File: src/rtl/fixed_pkg.sv
// Shared fixed-point definitions for the Q8.8 arithmetic blocks (multiplier, divider, saturators).
package fixed_pkg;
   localparam int FIXED_WIDTH = 16;
   localparam int FIXED_FRAC  = 8;
   localparam int Q_MAX       = (1 << (FIXED_WIDTH - 1)) - 1;
   localparam int Q_MIN       = -(1 << (FIXED_WIDTH - 1));

   typedef enum logic [1:0] {
      IDLE,
      BUSY,
      DONE
   } state_e;
endpackage

File: src/rtl/fixed_sat.sv
// Combinational saturator: narrows a (2*WIDTH+1)-bit signed value to WIDTH bits and flags clipping.
module fixed_sat
   import fixed_pkg::*;
#(
   parameter int WIDTH = FIXED_WIDTH
) (
   input  logic signed [2*WIDTH:0]  val_i,
   output logic signed [WIDTH-1:0]  sat_o,
   output logic                     ovf_o
);
   localparam logic signed [2*WIDTH:0] MAX_V = {{(WIDTH + 2){1'b0}}, {(WIDTH - 1){1'b1}}};
   localparam logic signed [2*WIDTH:0] MIN_V = {{(WIDTH + 2){1'b1}}, {(WIDTH - 1){1'b0}}};

   always_comb begin
      sat_o = val_i[WIDTH-1:0];
      ovf_o = 1'b0;
      if (val_i > MAX_V) begin
         sat_o = {1'b0, {(WIDTH - 1){1'b1}}};
         ovf_o = 1'b1;
      end else if (val_i < MIN_V) begin
         sat_o = {1'b1, {(WIDTH - 1){1'b0}}};
         ovf_o = 1'b1;
      end
   end
endmodule

File: src/rtl/fixed_mult_q8_8.sv
// Sequential signed Q8.8 multiplier: sign/magnitude shift-add over WIDTH cycles, floor-shifted
// and saturated result presented behind a valid/ready handshake.
module fixed_mult_q8_8
   import fixed_pkg::*;
#(
   parameter int WIDTH = FIXED_WIDTH,
   parameter int FRAC  = FIXED_FRAC
) (
   input  logic                     clk,
   input  logic                     rst_n,
   input  logic                     in_valid,
   output logic                     in_ready,
   input  logic signed [WIDTH-1:0]  in1,
   input  logic signed [WIDTH-1:0]  in2,
   output logic                     out_valid,
   input  logic                     out_ready,
   output logic signed [WIDTH-1:0]  out1,
   output logic                     ovf
);
   localparam int CNT_W = $clog2(WIDTH);
   localparam logic [CNT_W-1:0] CNT_LAST = CNT_W'(WIDTH - 1);

   state_e                    state_q, state_d;
   logic                      sign_q, sign_d;
   logic [2*WIDTH-1:0]        mcand_q, mcand_d;
   logic [WIDTH-1:0]          mplier_q, mplier_d;
   logic [2*WIDTH-1:0]        acc_q, acc_d;
   logic [CNT_W-1:0]          cnt_q, cnt_d;
   logic signed [WIDTH-1:0]   out1_q, out1_d;
   logic                      ovf_q, ovf_d;

   logic [WIDTH-1:0]          mag1, mag2;
   logic [2*WIDTH-1:0]        acc_sum;
   logic signed [2*WIDTH:0]   prod;
   logic signed [2*WIDTH:0]   prod_shr;
   logic signed [WIDTH-1:0]   sat_val;
   logic                      sat_ovf;

   // |-2^(WIDTH-1)| wraps to itself, which is the correct unsigned magnitude
   always_comb begin
      mag1     = in1[WIDTH-1] ? -in1 : in1;
      mag2     = in2[WIDTH-1] ? -in2 : in2;
      acc_sum  = acc_q + (mplier_q[0] ? mcand_q : '0);
      prod     = sign_q ? -$signed({1'b0, acc_sum}) : $signed({1'b0, acc_sum});
      prod_shr = prod >>> FRAC;
   end

   fixed_sat #(
      .WIDTH (WIDTH)
   ) u_sat (
      .val_i (prod_shr),
      .sat_o (sat_val),
      .ovf_o (sat_ovf)
   );

   always_comb begin
      state_d  = state_q;
      sign_d   = sign_q;
      mcand_d  = mcand_q;
      mplier_d = mplier_q;
      acc_d    = acc_q;
      cnt_d    = cnt_q;
      out1_d   = out1_q;
      ovf_d    = ovf_q;
      case (state_q)
         IDLE: begin
            if (in_valid) begin
               sign_d   = in1[WIDTH-1] ^ in2[WIDTH-1];
               mcand_d  = {{WIDTH{1'b0}}, mag1};
               mplier_d = mag2;
               acc_d    = '0;
               cnt_d    = '0;
               state_d  = BUSY;
            end
         end
         BUSY: begin
            acc_d    = acc_sum;
            mcand_d  = mcand_q << 1;
            mplier_d = mplier_q >> 1;
            cnt_d    = cnt_q + 1'b1;
            // Last iteration: the result is taken from the final sum in the same cycle
            if (cnt_q == CNT_LAST) begin
               out1_d  = sat_val;
               ovf_d   = sat_ovf;
               state_d = DONE;
            end
         end
         DONE: begin
            if (out_ready) begin
               state_d = IDLE;
            end
         end
         default: state_d = IDLE;
      endcase
   end

   always_ff @(posedge clk or negedge rst_n) begin
      if (!rst_n) begin
         state_q  <= IDLE;
         sign_q   <= 1'b0;
         mcand_q  <= '0;
         mplier_q <= '0;
         acc_q    <= '0;
         cnt_q    <= '0;
         out1_q   <= '0;
         ovf_q    <= 1'b0;
      end else begin
         state_q  <= state_d;
         sign_q   <= sign_d;
         mcand_q  <= mcand_d;
         mplier_q <= mplier_d;
         acc_q    <= acc_d;
         cnt_q    <= cnt_d;
         out1_q   <= out1_d;
         ovf_q    <= ovf_d;
      end
   end

   assign in_ready  = (state_q == IDLE);
   assign out_valid = (state_q == DONE);
   assign out1      = out1_q;
   assign ovf       = ovf_q;
endmodule

File: config.mk
export PLATFORM = sky130hd
export DESIGN_NAME = fixed_mult_q8_8
export DESIGN_NICKNAME = d
export VERILOG_FILES = /design/src/rtl/fixed_pkg.sv /design/src/rtl/fixed_sat.sv /design/src/rtl/fixed_mult_q8_8.sv
export SDC_FILE = /design/constraint.sdc
export NUM_CORES = 1
export LEC_CHECK = 0
export ABC_AREA = 1
export CAP_MARGIN = 25
export CORE_AREA = 2 2 175 108
export CTS_CLUSTER_SIZE = 30
export DETAILED_ROUTE_END_ITERATION = 10
export DIE_AREA = 0 0 177 110
export GPL_TIMING_DRIVEN = 0
export PLACE_DENSITY = 0.7
export SLEW_MARGIN = 30
export SYNTH_ARGS = -nofsm -noshare
export SYNTH_HDL_FRONTEND = slang
export SYNTH_SLANG_ARGS = --single-unit
File: constraint.sdc
create_clock -name clk -period 4.6 [get_ports clk]
set_input_delay 0.92 -clock clk [delete_from_list [all_inputs] [get_ports clk]]
set_output_delay 0.92 -clock clk [all_outputs]
set_load 0.01 [all_outputs]
==> flow_metrics.py, run 1 <==
metrics = {
    "timing": {
        "fmax_mhz": 231,
        "clock_skew_ns": 0.0112,
        "setup_viol": 0,
        "final_max_slew_viol_count": 0,
        "fin_tns_setup_ns": 0,
        "hold_violations": 0,
        "period_needed_ns": 4.33,
        "whs_ns": 0.443,
        "period_share_pct": 94.2,
        "tightest_slew_ns": 0.715,
        "grt_setup_unrepaired": "false",
        "slew_headroom_pct": 52.2,
    },
    "global_routing": {
        "grt_usage_pct": 27.5,
        "grt_pass1_vias": 7753,
        "antenna_found_initial": 0,
        "gr-total-overflow": 0,
        "grt_max_degree": 68,
        "grt_pass1_wl_um": 41400,
    },
    "pwr": {
        "seq_power_share_pct": 22.3,
        "power.total_mw": 7.21,
        "power.density_nw_per_um2": 721,
        "ir_drop_v": 0.000275,
        "intPower_mw": 3.35,
        "switching_power_mw": 3.87,
        "switching_share_pct": 53.6,
        "combPwrFrac_pct": 65.9,
        "leakage_nw": 5.32,
        "p_clk_share_pct": 11.8,
    },
    "setup_path": {
        "crit_buf_inv": 5,
        "worstPathArrival_ns": 4.59,
        "critPathMaxStageDelay_ns": 0.42,
        "critPathKind": "reg2reg",
        "r2r-start": "mplier_q[0]",
        "crit_start": "mplier_q[0]",
        "cp-end-kind": "register",
        "startpoint_type": "register",
        "crit_family": "simple AND/OR/NAND/NOR gates",
        "required_ns": 4.86,
        "critPathMaxFanout": 10,
        "cpMostUsedCell": "nand2_1",
        "crit_slowest_cell": "clkbuf_1",
    },
    "clocking": {
        "path_clk_slew_ns": 0.08,
        "numCtsBuffers": 9,
        "htree_levels": 3,
        "tritoncts": "yes",
        "cts.sinks": 104,
        "clk_latency_ns": 0.37,
        "cts.hold.buffers_added": 0,
        "cts-root-buf": "clkbuf_16",
        "cts_buffer_depth": 2,
    },
    "cells_and_area": {
        "multi_input_area_sq_um": 5190,
        "syn_to_final_growth_pct": 13.5,
        "layout-drive-gt1-share_pct": 9.41,
        "fin_util_pct": 56.2,
        "instances_no_fill": 1653,
        "regArea_sq_um": 2600,
        "fillers": 1734,
        "n_antenna_cell": 0,
        "final_nets": 1479,
    },
    "logic_synthesis": {
        "synth_xor_area_share_pct": 4.28,
        "syn_inst": 1342,
        "yosys-top-cells-area": "dfrtp_1, nand2_1, inv_1, nand3_1, ha_1",
        "netlist.area_leader.share_pct": 29.5,
        "seq_area_frac_synth_pct": 29.5,
        "synth_largest_area_cell": "dfrtp_1",
        "synth_top_family_by_area": "simple AND/OR/NAND/NOR gates",
        "async_flop_share_pct": 100,
        "synthMuxAreaShare_pct": 0.114,
        "ys_warn_count": 0,
        "synth-edff-count": 0,
        "synth_ff_type": "dfrtp_1",
        "synth_fa_ha_area_share_pct": 5.05,
        "ys_seq_elements": 104,
        "yosys.cell_types.count": 50,
        "synth_area_sq_um": 8820,
        "syn_area_per_cell_sq_um": 6.57,
        "syn-num-nets": 1413,
        "synth_compound_area_share_pct": 10.7,
        "synth-simple-area-share_pct": 38.7,
    },
    "floorplan": {
        "num_io_pins": 55,
        "placementRows": 38,
        "die_w_um": 177,
        "core_area_sq_um": 17800,
        "initial_core_util_pct": 49.5,
        "die_h_um": 110,
        "dieArea_sq_um": 19500,
    },
    "routing": {
        "drtIter0Drc": 920,
        "wl_per_cell_um": 15.3,
        "wl_um": 25400,
        "drt_pre_antenna_iters": 6,
        "antenna_left": 0,
        "avgViaCountPerCell": 5.30,
        "drcViolationCount": 0,
        "vias": 8767,
    },
    "placement": {
        "dp.cells": 1637,
        "dp_hpwl_um": 20600,
        "routabilityCongestion": 0.984,
        "io_buffers": 54,
    },
    "run": {
        "cap_violations": 0,
    },
    "status": {
        "status": "finished clean",
    },
    "min_path": {
        "min_path_type": "in2async",
    },
}
[final timing paths]
kind	end	slack, ns	depth (start not counted)
setup / recovery	out1[12]	0.27	25
hold / removal	mcand_q[6]	0.44	1
setup reg to reg	out1[12]	0.27	25
hold reg to reg	ovf	0.49	2
max in group asynchronous	acc_q[29]	3.49	2
min in group clk	ovf	0.49	2
[sequential cells by signal, indices dropped and copies added, names as in the netlist]
| name | flops |
|---|---|
| sign_q | 1 |
| out1 | 16 |
| mcand_q | 32 |
| cnt_q | 4 |
| mplier_q | 16 |
| ovf | 1 |
| state_q | 2 |
| acc_q | 32 |
[Yosys cell counts (2+ instances only)]
cell	instances
buf_12	2
a21oi_2	2
nor2_1	87
inv_2	7
nand3_4	4
nand3_2	29
nor2_4	5
nand4_1	10
nand3b_1	4
nand2_2	32
a31oi_1	3
o21ai_0	72
and3_1	2
clkbuf_1	25
a22o_1	2
nor4_1	2
xnor2_1	11
o21bai_1	3
dfrtp_1	104
nand2_1	431
a21oi_1	25
ha_1	34
nand2_4	5
xor2_1	29
clkinv_1	4
o211ai_1	2
nand3_1	90
a22oi_1	25
buf_1	3
o31ai_1	5
nor3_2	2
buf_2	2
nor3_1	11
o22ai_1	15
nor2_2	17
inv_1	222
[per-layer routing]
layer	share of wire [%]	global-route usage, %
met3	9.0	5.52
met2	38	37.5
met5	0	0
met1	52	44.4
met4	0.84	4.31
[worst reg2reg max path, cell delays in order (launching register included)]
cell	delay [ns]
dfrtp_1	0.32
clkbuf_1	0.27
clkbuf_1	0.42
nand2_1	0.10
inv_1	0.10
ha_1	0.23
nand2_1	0.14
nor2_1	0.30
nand2_1	0.20
nor2_1	0.13
nand2_1	0.16
nand3_1	0.13
nand2_1	0.06
nand2_2	0.14
nand2_1	0.18
inv_1	0.11
nand4_2	0.19
nand2_2	0.14
nand2_1	0.06
nand2_1	0.05
nand2_1	0.07
nor2_1	0.12
nand3_2	0.20
nand3_4	0.17
buf_12	0.15
nand3_2	0.08
[through the flow]
step | setup WS [ns] | cell area, sq um
6_report | 0.266 | 10000
5_1_grt | 0.00799 | 10000
4_1_cts | 0.244 | 10000
3_5_place_dp | 0.276 | 9690
3_3_place_gp | -1.54 | 9660
2_1_floorplan | 1.20 | 8820
[power groups by stage]
stage | Sequential (mW) | Combinational, mW | Clock [mW]
5_1_grt | 1.65 | 5.33 | 0.898
4_1_cts | 1.60 | 4.68 | 0.860
3_5_place_dp | 1.62 | 4.66 | 0
2_1_floorplan | 1.58 | 3.42 | 0
3_3_place_gp | 1.61 | 4.57 | 0
6_report | 1.61 | 4.76 | 0.850
[cell type report]
type | count | area share (%)
well taps | 240 | 3.00
repair buffers | 55 | 5.69
inverters | 233 | 8.74
clock inverters | 7 | 0.925
clock buffers | 9 | 2.25
multi-input cells | 973 | 51.8
flip-flops and latches | 104 | 26.0
plain buffers | 32 | 1.56
[layout by cell type (no fill, tap or decap), types with 3 or more instances in the layout]
| cell type | n |
|---|---|
| a21oi_1 | 25 |
| a22oi_1 | 25 |
| a31oi_1 | 3 |
| buf_1 | 3 |
| buf_2 | 3 |
| clkbuf_1 | 24 |
| clkbuf_16 | 9 |
| clkdlybuf4s50_1 | 53 |
| clkinv_1 | 4 |
| dfrtp_1 | 104 |
| ha_1 | 34 |
| inv_1 | 222 |
| inv_2 | 7 |
| inv_8 | 4 |
| nand2_1 | 431 |
| nand2_2 | 32 |
| nand2_4 | 5 |
| nand3_1 | 90 |
| nand3_2 | 29 |
| nand3_4 | 4 |
| nand3b_1 | 4 |
| nand4_1 | 10 |
| nor2_1 | 85 |
| nor2_2 | 19 |
| nor2_4 | 5 |
| nor3_1 | 11 |
| o21ai_0 | 72 |
| o21bai_1 | 3 |
| o22ai_1 | 15 |
| o31ai_1 | 5 |
| xnor2_1 | 11 |
| xor2_1 | 29 |
[kinds of logic after synthesis]
kind of cell               after synthesis
xor gates and xnor gates                41
buffers and inverters                  265
DFF                                    104
AOI/OAI and AO/OA                      160
and+or+nand+nor                        736
muxes                                    1
adders and majority gates               35
[repair_timing]
| item | 4_1_cts | 5_1_grt |
|---|---|---|
| buffers inserted | 0 | 0 |
| endpoints found under the setup margin | 0 | 16 |
| gates resized for setup | 0 | 5 |
(Power assumes the default switching activity.)
==> run 2: changes to the inputs <==
--- a/config.mk
+++ b/config.mk
@@ -5,14 +5,13 @@
 export SDC_FILE = /design/constraint.sdc
 export NUM_CORES = 1
 export LEC_CHECK = 0
-export ABC_AREA = 1
 export CAP_MARGIN = 25
-export CORE_AREA = 2 2 175 108
+export CORE_AREA = 2 2 164 102
 export CTS_CLUSTER_SIZE = 30
 export DETAILED_ROUTE_END_ITERATION = 10
-export DIE_AREA = 0 0 177 110
+export DIE_AREA = 0 0 166 104
 export GPL_TIMING_DRIVEN = 0
-export PLACE_DENSITY = 0.7
+export PLACE_DENSITY = 0.71
 export SLEW_MARGIN = 30
 export SYNTH_ARGS = -nofsm -noshare
 export SYNTH_HDL_FRONTEND = slang
==> flow_metrics.py, run 2 <==
metrics = {
    "logic_synthesis": {
        "netlist.area_leader.share_pct": 33.6,
        "seq_area_frac_synth_pct": 33.6,
        "synth_most_common_cell": "nand2_1",
        "synth_common_cells": "nand2_1, o21ai_0, dfrtp_1",
        "synth_area_sq_um": 7740,
        "synth-edff-count": 0,
        "async_flop_share_pct": 100,
        "syn_area_per_cell_sq_um": 8.38,
        "syn-num-nets": 995,
        "syn_inst": 924,
        "ys_warn_count": 0,
        "ys_seq_elements": 104,
        "yosys-top-cells-area": "dfrtp_1, o21ai_0, nand2_1, ha_1, xor2_1",
        "synth_largest_area_cell": "dfrtp_1",
        "yosys.cell_types.count": 87,
        "synth_ff_type": "dfrtp_1",
    },
    "run": {
        "cap_violations": 0,
    },
    "status": {
        "status": "finished, violations left",
        "failed_checks": "setup timing",
    },
    "global_routing": {
        "grt_pass1_wl_um": 37000,
        "gr-total-overflow": 0,
        "grt_usage_pct": 26.5,
        "grt_pass1_vias": 6928,
        "grt_max_degree": 70,
        "antenna_found_initial": 0,
    },
    "pwr": {
        "seq_power_share_pct": 23.6,
        "power.total_mw": 6.78,
        "switching_share_pct": 47.7,
        "ir_drop_v": 0.000436,
        "intPower_mw": 3.55,
        "leakage_nw": 4.05,
        "combPwrFrac_pct": 64.8,
        "switching_power_mw": 3.23,
        "power.density_nw_per_um2": 695,
        "p_clk_share_pct": 11.6,
    },
    "routing": {
        "avgViaCountPerCell": 6.05,
        "drt_pre_antenna_iters": 5,
        "antenna_left": 0,
        "wl_per_cell_um": 18.7,
        "wl_um": 23300,
        "route.met2.wl_um": 9560,
        "vias": 7514,
        "drcViolationCount": 0,
        "wl_met1_um": 11700,
        "highest_layer": "met4",
        "dr_wl_met3_um": 1750,
        "drtIter0Drc": 814,
    },
    "timing": {
        "fmax_mhz": 202,
        "final_max_slew_viol_count": 0,
        "hold_violations": 0,
        "period_share_pct": 108,
        "setup_viol": 16,
        "tightest_slew_ns": 0.960,
        "worst_slack_ns": -0.359,
        "slew_headroom_pct": 35.7,
        "grt_setup_unrepaired": "true",
        "clock_skew_ns": 0.0150,
        "period_needed_ns": 4.96,
    },
    "placement": {
        "io_buffers": 54,
        "routabilityCongestion": 0.921,
        "dp_hpwl_um": 16700,
        "pre_cts_slack_ns": -0.990,
    },
    "setup_path": {
        "crit_family": "compound AO/OA/AOI/OAI gates",
        "crit_chain": "buf_8 > and2_1 > ha_1 > nand2_1 > o21ai_0 > a21oi_1 > o21ai_0 > a211oi_2 > buf_4 > or2_4 > nand3b_4 > or2_4 > o32a_1 > a221oi_2 > a21boi_4 > buf_4 > mux2i_1 > o21ai_2",
        "startpoint_type": "register",
        "critPathKind": "reg2reg",
        "required_ns": 4.85,
        "critPathMaxFanout": 10,
        "crit_slowest_cell": "o21ai_0",
        "cp-end-kind": "register",
        "crit_buf_inv": 3,
        "worstPathArrival_ns": 5.20,
        "critPathMaxStageDelay_ns": 0.62,
    },
    "clocking": {
        "cts_buffer_depth": 2,
        "numCtsBuffers": 9,
        "tritoncts": "yes",
        "clk_latency_ns": 0.36,
        "path_clk_slew_ns": 0.08,
        "cts.hold.buffers_added": 0,
        "cts.sinks": 104,
        "cts-root-buf": "clkbuf_16",
        "htree_levels": 3,
    },
    "floorplan": {
        "num_io_pins": 55,
        "dieArea_sq_um": 17300,
        "initial_core_util_pct": 49.0,
        "die_w_um": 166,
        "die_h_um": 104,
        "core_area_sq_um": 15800,
        "placementRows": 36,
    },
    "cells_and_area": {
        "mostFrequentLayoutCells": "nand2_1, o21ai_0, dfrtp_1",
        "layout-drive-gt1-share_pct": 16.5,
        "n_antenna_cell": 0,
        "final_common_cell": "nand2_1",
        "syn_to_final_growth_pct": 26.0,
        "fillers": 1379,
        "final_nets": 1098,
        "top_regs": "acc_q x32, mcand_q x32",
    },
    "min_path": {
        "min_path_type": "in2async",
    },
}
-- run 2: changes by cell type after synthesis, moves of 13 or more --
cell      change
inv_1       -211
xnor2_1      +16
nand3_2      -29
nand3_1      -62
clkbuf_1     +17
o22ai_1      -13
or3_1        +18
nor2_2       -17
nand2_2      -32
nand2_1     -294
nor2_1       -31
o21ai_0      +45
and2_1       +39
-- run 2: cells by family (layout without fill, tap and decap cells) --
kind of cell               Yosys count  after routing  synth area share [%]
AOI/OAI and AO/OA                  298            298                  25.9
xor gates and xnor gates            62             62                  7.26
adders and majority gates           35             35                  5.75
buffers and inverters               61            169                  3.18
DFF                                104            104                  33.6
muxes                                9              9                  1.20
and+or+nand+nor                    355            355                  23.1
-- run 2: power groups by stage --
stage | sequential (mW) | clock (mW) | combinational, mW
after global placement | 1.58 | 0 | 3.45
after global routing | 1.65 | 0.831 | 4.77
after CTS | 1.59 | 0.789 | 4.08
final | 1.60 | 0.787 | 4.39
after detailed placement | 1.59 | 0 | 3.52
after floorplan | 1.54 | 0 | 2.58
-- run 2: final cells by class --
type,instances,area (sq um),area share (%)
multi-input combinational,759,5430,55.6
sequential,104,2600,26.7
timing repair buffer,95,885,9.07
tap,209,262,2.68
buffer,46,241,2.48
clock buffer,9,225,2.31
clock inverter,7,65.1,0.667
inverter,12,45.0,0.462
-- run 2: worst paths after layout --
| kind | start | to | slack [ns] | cells after the start |
|---|---|---|---|---|
| worst min-delay path | rst_n | acc_q[30] | 0.46 | 1 |
| min in group clk | out1[7] | out1[7] | 0.48 | 2 |
| max in group asynchronous | rst_n | mplier_q[0] | 3.47 | 2 |
| worst max register to register | mplier_q[0] | out1[11] | -0.36 | 18 |
| worst min register to register | out1[7] | out1[7] | 0.48 | 2 |
| worst max-delay path | mplier_q[0] | out1[11] | -0.36 | 18 |
-- run 2: routing by layer --
metal	up-vias	track usage (%)
met1	3650	41.9
met3	24	5.48
met4	0	5.96
met2	268	36.6
met5	-	0
li1	3572	-
-- run 2: repair_timing --
action                                  4_1_cts  5_1_grt
gates cloned                                  3        0
endpoints found under the setup margin       17       16
pin swaps                                    45       25
resized for setup                            85       33
buffers inserted                             24       13
-- run 2: per-stage QoR --
step           utilization (%)  TNS (ns)  hold slack [ns]  cells  cell area [sq um]
2_1_floorplan                -         0            0.450    924               7760
6_report                  61.7     -5.13            0.461   1241               9750
4_1_cts                   60.2     -2.76            0.470   1228               9510
3_3_place_gp              54.1   -171.30            0.470   1187               8560
3_5_place_dp              54.3    -15.00            0.473   1188               8590
5_1_grt                   61.7     -8.29            0.480   1241               9750
==> run 3: changes to the inputs <==
--- a/config.mk
+++ b/config.mk
@@ -7,6 +7,7 @@
 export LEC_CHECK = 0
 export CAP_MARGIN = 25
 export CORE_AREA = 2 2 164 102
+export CTS_CLUSTER_DIAMETER = 200
 export CTS_CLUSTER_SIZE = 30
 export DETAILED_ROUTE_END_ITERATION = 10
 export DIE_AREA = 0 0 166 104
==> results of run 3 <==
No change in the layout: final DEF, timing and power equal those of run 2.
